**config.mk**
```make
export PLATFORM = sky130hd
export DESIGN_NAME = approx_add_err_monitor_flat
export DESIGN_NICKNAME = d
export VERILOG_FILES = /design/src/rtl/approx_add_err_monitor_if.sv /design/src/rtl/approx_add_err_monitor.sv /design/src/flat_wrapper.sv
export SDC_FILE = /design/constraint.sdc
export NUM_CORES = 1
export LEC_CHECK = 0
export ABC_AREA = 1
export BUFFER_PORTS_ARGS = -buffer_cell sky130_fd_sc_hd__buf_2
export CORE_ASPECT_RATIO = 1.4
export CORE_UTILIZATION = 62
export DETAILED_ROUTE_END_ITERATION = 7
export GPL_ROUTABILITY_DRIVEN = 0
export PLACE_DENSITY = 0.85
export SLEW_MARGIN = 40
export SYNTH_ARGS = -nofsm -noshare
export SYNTH_HDL_FRONTEND = slang
export SYNTH_SLANG_ARGS = --single-unit
export TNS_END_PERCENT = 30
```
**constraint.sdc**
```tcl
create_clock -name clk_i -period 6.24 [get_ports clk_i]
set_input_delay 0.312 -clock clk_i [delete_from_list [all_inputs] [get_ports clk_i]]
set_output_delay 0.312 -clock clk_i [all_outputs]
set_load 0.02 [all_outputs]
```
**src/rtl/approx_add_err_monitor_if.sv**
```systemverilog
// Sample handshake between the approximate adder under test and its error monitor.
interface approx_add_err_monitor_if;
  logic       in_valid;
  logic       in_ready;
  logic [7:0] in_a;
  logic [7:0] in_b;
  logic       in_cin;
  logic [7:0] in_sum;
  logic       in_cout;

  modport master (output in_valid, in_a, in_b, in_cin, in_sum, in_cout, input in_ready);
  modport slave  (input in_valid, in_a, in_b, in_cin, in_sum, in_cout, output in_ready);
endinterface

```
**src/rtl/approx_add_err_monitor.sv**
```systemverilog
// Scores an 8-bit approximate adder: 3-stage pipe (capture, ED, retire) into saturating stats.
// Optional signed bias accumulator when ERR_BIAS_EN is defined.
module approx_add_err_monitor #(
  parameter int CNT_W = 17,
  parameter int ACC_W = 25
) (
  input  logic                   clk_i,
  input  logic                   rst_i,
  input  logic                   clr_i,
  approx_add_err_monitor_if.slave in_if,
  output logic [CNT_W-1:0]       sample_cnt_o,
  output logic [CNT_W-1:0]       err_cnt_o,
  output logic [ACC_W-1:0]       abs_err_sum_o,
  output logic [8:0]             max_err_o,
  output logic [7:0]             max_err_a_o,
  output logic [7:0]             max_err_b_o,
  output logic [8:0]             last_ed_o,
  output logic                   last_ed_valid_o
`ifdef ERR_BIAS_EN
  ,
  output logic signed [ACC_W:0]  err_bias_sum_o
`endif
);

  localparam logic [CNT_W:0] FILL_MAX = {1'b0, {CNT_W{1'b1}}};
  localparam int             SW       = ((ACC_W > 9) ? ACC_W : 9) + 1;
  localparam logic [SW-1:0]  ACC_MAX  = SW'({ACC_W{1'b1}});

  // vld_q[0]: S1 holds a sample, vld_q[1]: S2 holds a sample
  logic [1:0]       vld_q;
  logic [7:0]       a1_q, b1_q, sum1_q;
  logic             cin1_q, cout1_q;
  logic [8:0]       ed2_q;
  logic [7:0]       a2_q, b2_q;

  logic [CNT_W-1:0] sample_cnt_q, sample_cnt_d;
  logic [CNT_W-1:0] err_cnt_q, err_cnt_d;
  logic [ACC_W-1:0] abs_err_sum_q, abs_err_sum_d;
  logic [8:0]       max_err_q, max_err_d;
  logic [7:0]       max_err_a_q, max_err_a_d;
  logic [7:0]       max_err_b_q, max_err_b_d;
  logic [8:0]       last_ed_q, last_ed_d;
  logic             last_ed_valid_q, last_ed_valid_d;

  logic [8:0]       exact, approx, ed;
  logic [SW-1:0]    abs_ext;
  logic [CNT_W:0]   fill;
  logic             full, accept;

  // Counting in-flight samples keeps the counter from ever wrapping.
  assign fill   = {1'b0, sample_cnt_q} + {{CNT_W{1'b0}}, vld_q[0]} + {{CNT_W{1'b0}}, vld_q[1]};
  assign full   = (fill == FILL_MAX);
  assign in_if.in_ready = !rst_i && !clr_i && !full;
  assign accept = in_if.in_valid && in_if.in_ready;

  always_comb begin
    exact  = {1'b0, a1_q} + {1'b0, b1_q} + {8'd0, cin1_q};
    approx = {cout1_q, sum1_q};
    ed     = (exact >= approx) ? (exact - approx) : (approx - exact);
  end

  always_comb begin
    sample_cnt_d    = sample_cnt_q;
    err_cnt_d       = err_cnt_q;
    abs_err_sum_d   = abs_err_sum_q;
    max_err_d       = max_err_q;
    max_err_a_d     = max_err_a_q;
    max_err_b_d     = max_err_b_q;
    last_ed_d       = last_ed_q;
    last_ed_valid_d = 1'b0;
    abs_ext         = SW'(abs_err_sum_q) + SW'(ed2_q);
    if (vld_q[1]) begin
      sample_cnt_d = sample_cnt_q + CNT_W'(1);
      if (ed2_q != 9'd0) err_cnt_d = err_cnt_q + CNT_W'(1);
      abs_err_sum_d = (abs_ext > ACC_MAX) ? {ACC_W{1'b1}} : abs_ext[ACC_W-1:0];
      if (ed2_q > max_err_q) begin
        max_err_d   = ed2_q;
        max_err_a_d = a2_q;
        max_err_b_d = b2_q;
      end
      last_ed_d       = ed2_q;
      last_ed_valid_d = 1'b1;
    end
  end

  always_ff @(posedge clk_i) begin
    if (rst_i || clr_i) begin
      vld_q           <= 2'b00;
      sample_cnt_q    <= '0;
      err_cnt_q       <= '0;
      abs_err_sum_q   <= '0;
      max_err_q       <= '0;
      max_err_a_q     <= '0;
      max_err_b_q     <= '0;
      last_ed_q       <= '0;
      last_ed_valid_q <= 1'b0;
    end else begin
      vld_q           <= {vld_q[0], accept};
      sample_cnt_q    <= sample_cnt_d;
      err_cnt_q       <= err_cnt_d;
      abs_err_sum_q   <= abs_err_sum_d;
      max_err_q       <= max_err_d;
      max_err_a_q     <= max_err_a_d;
      max_err_b_q     <= max_err_b_d;
      last_ed_q       <= last_ed_d;
      last_ed_valid_q <= last_ed_valid_d;
    end
  end

  // Datapath registers are qualified by the valid bits, so they need no reset.
  always_ff @(posedge clk_i) begin
    if (accept) begin
      a1_q    <= in_if.in_a;
      b1_q    <= in_if.in_b;
      cin1_q  <= in_if.in_cin;
      sum1_q  <= in_if.in_sum;
      cout1_q <= in_if.in_cout;
    end
    if (vld_q[0]) begin
      ed2_q <= ed;
      a2_q  <= a1_q;
      b2_q  <= b1_q;
    end
  end

  assign sample_cnt_o    = sample_cnt_q;
  assign err_cnt_o       = err_cnt_q;
  assign abs_err_sum_o   = abs_err_sum_q;
  assign max_err_o       = max_err_q;
  assign max_err_a_o     = max_err_a_q;
  assign max_err_b_o     = max_err_b_q;
  assign last_ed_o       = last_ed_q;
  assign last_ed_valid_o = last_ed_valid_q;

`ifdef ERR_BIAS_EN
  localparam int                    BW       = (((ACC_W + 1) > 10) ? (ACC_W + 1) : 10) + 1;
  localparam logic signed [BW-1:0]  BIAS_MAX = BW'({ACC_W{1'b1}});
  localparam logic signed [BW-1:0]  BIAS_MIN = ~BIAS_MAX;

  logic signed [9:0]    dif, dif2_q;
  logic signed [ACC_W:0] bias_q, bias_d;
  logic signed [BW-1:0]  bias_ext;

  always_comb begin
    dif      = $signed({1'b0, approx}) - $signed({1'b0, exact});
    bias_ext = BW'(bias_q) + BW'(dif2_q);
    bias_d   = bias_q;
    if (vld_q[1]) begin
      if (bias_ext > BIAS_MAX)      bias_d = BIAS_MAX[ACC_W:0];
      else if (bias_ext < BIAS_MIN) bias_d = BIAS_MIN[ACC_W:0];
      else                          bias_d = bias_ext[ACC_W:0];
    end
  end

  always_ff @(posedge clk_i) begin
    if (vld_q[0]) dif2_q <= dif;
    if (rst_i || clr_i) bias_q <= '0;
    else                bias_q <= bias_d;
  end

  assign err_bias_sum_o = bias_q;
`endif

endmodule

```
**src/flat_wrapper.sv**
```systemverilog
// flat-port wrapper written by rule: the top's interface ports become plain ports
module approx_add_err_monitor_flat 
#(
  parameter int CNT_W = 17,
  parameter int ACC_W = 25
)
  (clk_i, rst_i, clr_i, sample_cnt_o, err_cnt_o, abs_err_sum_o, max_err_o, max_err_a_o, max_err_b_o, last_ed_o, last_ed_valid_o, in_if_in_valid, in_if_in_a, in_if_in_b, in_if_in_cin, in_if_in_sum, in_if_in_cout, in_if_in_ready);
  approx_add_err_monitor_if in_if_i ();
  input  logic clk_i;
  input  logic rst_i;
  input  logic clr_i;
  output logic [CNT_W-1:0] sample_cnt_o;
  output logic [CNT_W-1:0] err_cnt_o;
  output logic [ACC_W-1:0] abs_err_sum_o;
  output logic [8:0] max_err_o;
  output logic [7:0] max_err_a_o;
  output logic [7:0] max_err_b_o;
  output logic [8:0] last_ed_o;
  output logic last_ed_valid_o;
  input wire logic [$bits(in_if_i.in_valid)-1:0] in_if_in_valid;
  input wire logic [$bits(in_if_i.in_a)-1:0] in_if_in_a;
  input wire logic [$bits(in_if_i.in_b)-1:0] in_if_in_b;
  input wire logic [$bits(in_if_i.in_cin)-1:0] in_if_in_cin;
  input wire logic [$bits(in_if_i.in_sum)-1:0] in_if_in_sum;
  input wire logic [$bits(in_if_i.in_cout)-1:0] in_if_in_cout;
  output wire logic [$bits(in_if_i.in_ready)-1:0] in_if_in_ready;
  assign in_if_i.in_valid = in_if_in_valid;
  assign in_if_i.in_a = in_if_in_a;
  assign in_if_i.in_b = in_if_in_b;
  assign in_if_i.in_cin = in_if_in_cin;
  assign in_if_i.in_sum = in_if_in_sum;
  assign in_if_i.in_cout = in_if_in_cout;
  assign in_if_in_ready = in_if_i.in_ready;
  approx_add_err_monitor #(.CNT_W(CNT_W), .ACC_W(ACC_W)) u_core (.clk_i(clk_i), .rst_i(rst_i), .clr_i(clr_i), .in_if(in_if_i), .sample_cnt_o(sample_cnt_o), .err_cnt_o(err_cnt_o), .abs_err_sum_o(abs_err_sum_o), .max_err_o(max_err_o), .max_err_a_o(max_err_a_o), .max_err_b_o(max_err_b_o), .last_ed_o(last_ed_o), .last_ed_valid_o(last_ed_valid_o));
endmodule
```
# After elaboration in Yosys (flattened, before gate mapping)
# Cells that the tools add are included.
# totals
regBits	147
elab_cells	43
output_inout_bits	95
in_bits	30
# classes
n_reduce_logical	10
eq_ne	1
muxes	3
magnitude_cmp	3
n_addsub	9
# op_table
op	count
17-bit by 1-bit adder with 17-bit output (second input constant)	2
25-bit by 9-bit adder with 26-bit output	1
26-bit by 25-bit > comparator with 1-bit output (second input constant)	1
25-bit 2-to-1 mux	1
17-bit by 1-bit adder with 18-bit output	1
18-bit by 1-bit adder with 18-bit output	1
18-bit by 17-bit == test with 1-bit output (second input constant)	1
9-bit subtractor	2
8-bit by 8-bit adder with 9-bit output	1
9-bit by 1-bit adder with 9-bit output	1
9-bit >= comparator	1
9-bit > comparator	1
9-bit 2-to-1 mux	1
9-bit nonzero test	1
2-bit AND reduction	2
1-bit logical AND	3
1-bit logical NOT	3
1-bit logical OR	1
1-bit 2-to-1 mux	1

# Longest topological paths before layout
# logic_depth
ltp_word	6
depth_mapped	18
depth_no_buf	18

# Least setup slack after synthesis
# Ideal clock, no wire load.
# synth_timing
path_type	flip-flop to flip-flop
start	register u_core.vld_q[0]
end	register u_core.a1_q[0] (enable)
t_arrival_ns	3.498
required_time_ns	5.831
synth_period_minus_slack_ns	3.906
setup_slack_ns	2.334
stages_incl_launch_ff	15
n_path_buf	0
setup_time_ns	0.409
cell_sequence	dfxtp_1 > inv_1 > fa_1 > inv_1 > ha_1 > nand3_1 > inv_1 > nand2_1 > nor2_1 > nand2_1 > nand2_1 > nor2_1 > nand4_1 > nand2_1 > nor2_1
# synth_between
elab_chain_len	6
# synth_rtl
item	line_no	rtl
start: declaration	approx_add_err_monitor.sv:30	logic [1:0] vld_q;
start signal: assignment	approx_add_err_monitor.sv:98	vld_q <= {vld_q[0], accept};
17-bit by 1-bit adder with 18-bit output	approx_add_err_monitor.sv:51	assign fill = {1'b0, sample_cnt_q} + {{CNT_W{1'b0}}, vld_q[0]} + {{CNT_W{1'b0}}, vld_q[1]};
18-bit by 1-bit adder with 18-bit output	approx_add_err_monitor.sv:51	
18-bit by 17-bit == test with 1-bit output	approx_add_err_monitor.sv:52	assign full = (fill == FILL_MAX);
1-bit logical NOT	approx_add_err_monitor.sv:53	assign in_if.in_ready = !rst_i && !clr_i && !full;
1-bit logical AND	approx_add_err_monitor.sv:53	
1-bit logical AND	approx_add_err_monitor.sv:54	assign accept = in_if.in_valid && in_if.in_ready;
via u_core.accept	approx_add_err_monitor.sv:48	logic full, accept;
end signal: assignment	approx_add_err_monitor.sv:113	a1_q <= in_if.in_a;
end: declaration	approx_add_err_monitor.sv:31	logic [7:0] a1_q, b1_q, sum1_q;
# The timed path passes the listed nets, and every way through them passes these cells.
# A chain may end at the register's enable or synchronous reset.

# Worst setup path after layout
# layout_timing
start	register u_core.cin1_q
end	register u_core.ed2_q[5], data pin
# layout_between
elab_chain_len	3
elab_cells_between_ends	5
classes_between	3 x add/sub; 1 x order compare; 1 x mux
# layout_rtl
item	line_no	rtl
start: declaration	approx_add_err_monitor.sv:32	logic cin1_q, cout1_q;
start signal: assignment	approx_add_err_monitor.sv:115	cin1_q <= in_if.in_cin;
9-bit by 1-bit adder with 9-bit output (*)	approx_add_err_monitor.sv:57	exact = {1'b0, a1_q} + {1'b0, b1_q} + {8'd0, cin1_q};
9-bit subtractor or 9-bit >= comparator (tied branches)	approx_add_err_monitor.sv:59	ed = (exact >= approx) ? (exact - approx) : (approx - exact);
9-bit 2-to-1 mux (*)	approx_add_err_monitor.sv:59	
via u_core.ed[5]	approx_add_err_monitor.sv:45	logic [8:0] exact, approx, ed;
end signal: assignment	approx_add_err_monitor.sv:120	ed2_q <= ed;
end: declaration	approx_add_err_monitor.sv:33	logic [8:0] ed2_q;
# The timed path passes the listed nets; every way through them passes the cells marked *.

==> results.toml <==
[critical_path]
crit_type = "reg2reg"
cp.arrival_ps = 3830
path_common_cell = "nand2_1"
endpoint_kind = "flop"
crit_required_ps = 6420
crit_fanout = 10
max_stage_delay_ps = 470
cp_cell_sequence = "fa_1 > inv_1 > fa_1 > o21ai_0 > nand2_1 > nand2_1 > a21oi_1 > xor2_1 > inv_1 > ha_1 > a21oi_1 > o21ai_0 > a21oi_1 > nand3_2 > nand2_1 > nand2_1"
cp-start-kind = "flop"
slowest_stage = "fa_1"

[finish]
antenna_cells = 0
multi_input_area_mm2 = 0.00397
seq_area_mm2 = 0.00345
syn2layout_area_growth_pct = 16.8
nFillCells = 990
num-nets-final = 1258
drive_gt1_frac = 0.151

[timing]
max_freq_mhz = 274
finalSetupViolCount = 0
fin_ws_ps = 2590
min_period_ps = 3650
fin_skew_ps = 11.7
worstMarginPinSlew_ps = 728
slew_violations = 0
hold_viol = 0
finalSetupTns_ps = 0
period_share = 0.585
rsz0062_at_grt = "no"
maxSlewHeadroom = 0.513

[synth]
syn_inst = 1060
ys.warnings.count = 0
ys_async_sr_fraction = 0
synth_top_area_share = 0.238
synth_area_per_cell_um2 = 7.63
ys.flop_type = "dfxtp_1"
synth-edff-count = 51
ys_ff_latch = 147
syn_nets = 1141
seq_area_frac_synth = 0.427
ys_top_cells_by_area = "dfxtp_1 24%, edfxtp_1 19%, nand2_1 11%"
synth_common_cells = "244 x nand2_1, 138 x nor2_1, 136 x inv_1, 96 x dfxtp_1, 72 x nand3_1"
yosys.cell_types.count = 44
syn-cell-area_mm2 = 0.00808
yosysMostFrequentCell = "nand2_1"
yosys.area.top_type = "dfxtp_1"

[clock_tree]
clk_pin_slew_ps = 60
cts.repair.resized = 0
post-cts-setup-buffers = 0
cts-root-buf = "clkbuf_16"
cts_tree = "built"
cts_max_level = 4
cts-buffers-inserted = 17
hold_buffers = 0
cts_buffer_depth = 2
cts.sinks = 147
clock_latency_ps = 430

[routing]
dr_total_vias = 7503
route.detailed.drc = 9
firstDrtPassIters = 7
drtIter0Drc = 485
drt-total-wl_um = 19400
antenna_left = 0
wl_per_cell_um = 14.4
drt-vias-per-instance = 5.59

[floorplanning]
core_mm2 = 0.0128
rows = 49
pin_count = 125
die_width_um = 98.5
start_util = 0.634
dieArea_mm2 = 0.0135
fp.dieH_um = 137

[run_status]
status = "finished, violations left"
violations = "DRC"

[placed_design]
dp_hpwl_um = 13900
pre_cts_slack_ps = 2760
portBuffers = 124

[global_route]
grt_pass1_wl_um = 31000
grt_max_degree = 68
grt_pass1_vias = 6907
track_usage = 0.290
antenna_found_initial = 0
grt-ovfl-total = 0

[power_and_ir_drop]
max-vdd-ir-drop_mv = 0.198
power.density_mw_per_mm2 = 250
leakage_nw = 4.32
total_power_mw = 2.36

[hold_path]
min_path_type = "in2reg"

[job]
max_cap_viol_count = 0
-- logic make-up (layout without fill, tap and decap cells) --
logic type	after synthesis	after routing	synth area share
AND/OR/NAND/NOR	505	505	0.263
adder cells (fa/ha/maj)	51	51	0.0845
flip-flops	147	147	0.427
buffers and inverters	169	299	0.0836
XOR/XNOR	39	39	0.0423
AO/OA/AOI/OAI	149	149	0.0991
-- registers in the layout, indices dropped and copies added (netlist names), 2 cells and up --
signal,cells
u_core.err_cnt_o,17
u_core.b1_q,8
u_core.a1_q,8
u_core.vld_q,2
u_core.max_err_a_o,8
u_core.a2_q,8
u_core.max_err_b_o,8
u_core.max_err_o,9
u_core.sum1_q,8
u_core.last_ed_o,9
u_core.abs_err_sum_o,25
u_core.sample_cnt_o,17
u_core.ed2_q,9
u_core.b2_q,8
-- power by group --
part | internal, mW | switching, mW
sequential | 1.01 | 0.0100
clock | 0.689 | 0.444
combinational | 0.0722 | 0.134
-- cell type report --
| class | instances | share of cell area |
|---|---|---|
| Timing Repair Buffer | 127 | 0.0681 |
| Tap cell | 153 | 0.0203 |
| Inverter | 140 | 0.0559 |
| Clock inverter | 15 | 0.0240 |
| Sequential cell | 147 | 0.366 |
| Multi-Input combinational cell | 744 | 0.421 |
| Clock buffer | 17 | 0.0451 |
-- per-stage QoR --
stage	utilization	instance area (um2)	hold WS, ps	std cells
after floorplan	-	8080	411	1060
after global placement	0.689	8780	434	1311
after detailed placement	0.689	8790	442	1311
after CTS	0.740	9440	48.8	1343
after global routing	0.740	9440	51.4	1343
final	0.740	9440	55.6	1343
-- critical path, delay by kind of cell, from the launching register on --
family	cells	cell delay (ps)
buf+inv	2	170
fa+ha+maj	3	1050
flops	1	410
xor+xnor	1	260
simple gates	5	550
compound gates	5	950
-- routing by layer --
layer  track usage  share of wire  up-vias
li1              -              -     3686
met1         0.306           0.36     3457
met2         0.542           0.53      289
met3        0.0633          0.071       71
met4         0.148          0.034        0
met5             0              0        -
-- layout by cell type, fill, tap and decap left out, types with 3 or more instances in the layout --
| master | netlist | layout |
|---|---|---|
| clkbuf_16 | 0 | 17 |
| fa_1 | 6 | 6 |
| nor3_1 | 15 | 15 |
| nor4_1 | 4 | 4 |
| inv_2 | 3 | 4 |
| edfxtp_1 | 51 | 51 |
| nand2_1 | 244 | 244 |
| nand4_1 | 19 | 19 |
| o21ai_0 | 59 | 59 |
| a21oi_1 | 68 | 68 |
| nand3_1 | 72 | 72 |
| bufinv_16 | 0 | 4 |
| dfxtp_1 | 96 | 95 |
| buf_2 | 4 | 124 |
| nor2_1 | 138 | 136 |
| xor2_1 | 20 | 20 |
| nand3_2 | 3 | 3 |
| ha_1 | 45 | 45 |
| buf_4 | 2 | 3 |
| o21ai_1 | 4 | 4 |
| xnor2_1 | 19 | 19 |
| inv_6 | 0 | 7 |
| inv_8 | 0 | 4 |
| inv_1 | 136 | 135 |
| o21a_1 | 3 | 3 |
| nor2_2 | 3 | 3 |
-- worst paths after layout --
| kind | start | endpoint | slack (ps) | cells past startpoint |
|---|---|---|---|---|
| max | u_core.cin1_q$_DFFE_PP_ | u_core.ed2_q[5]$_DFFE_PP_ | 2590 | 16 |
| min | in_if_in_sum[3] | u_core.sum1_q[3]$_DFFE_PP_ | 60 | 1 |
| max reg2reg | u_core.cin1_q$_DFFE_PP_ | u_core.ed2_q[5]$_DFFE_PP_ | 2590 | 16 |
| min reg2reg | u_core.a1_q[2]$_DFFE_PP_ | u_core.a2_q[2]$_DFFE_PP_ | 460 | 0 |
No activity file was read; power rests on OpenSTA's default activity.
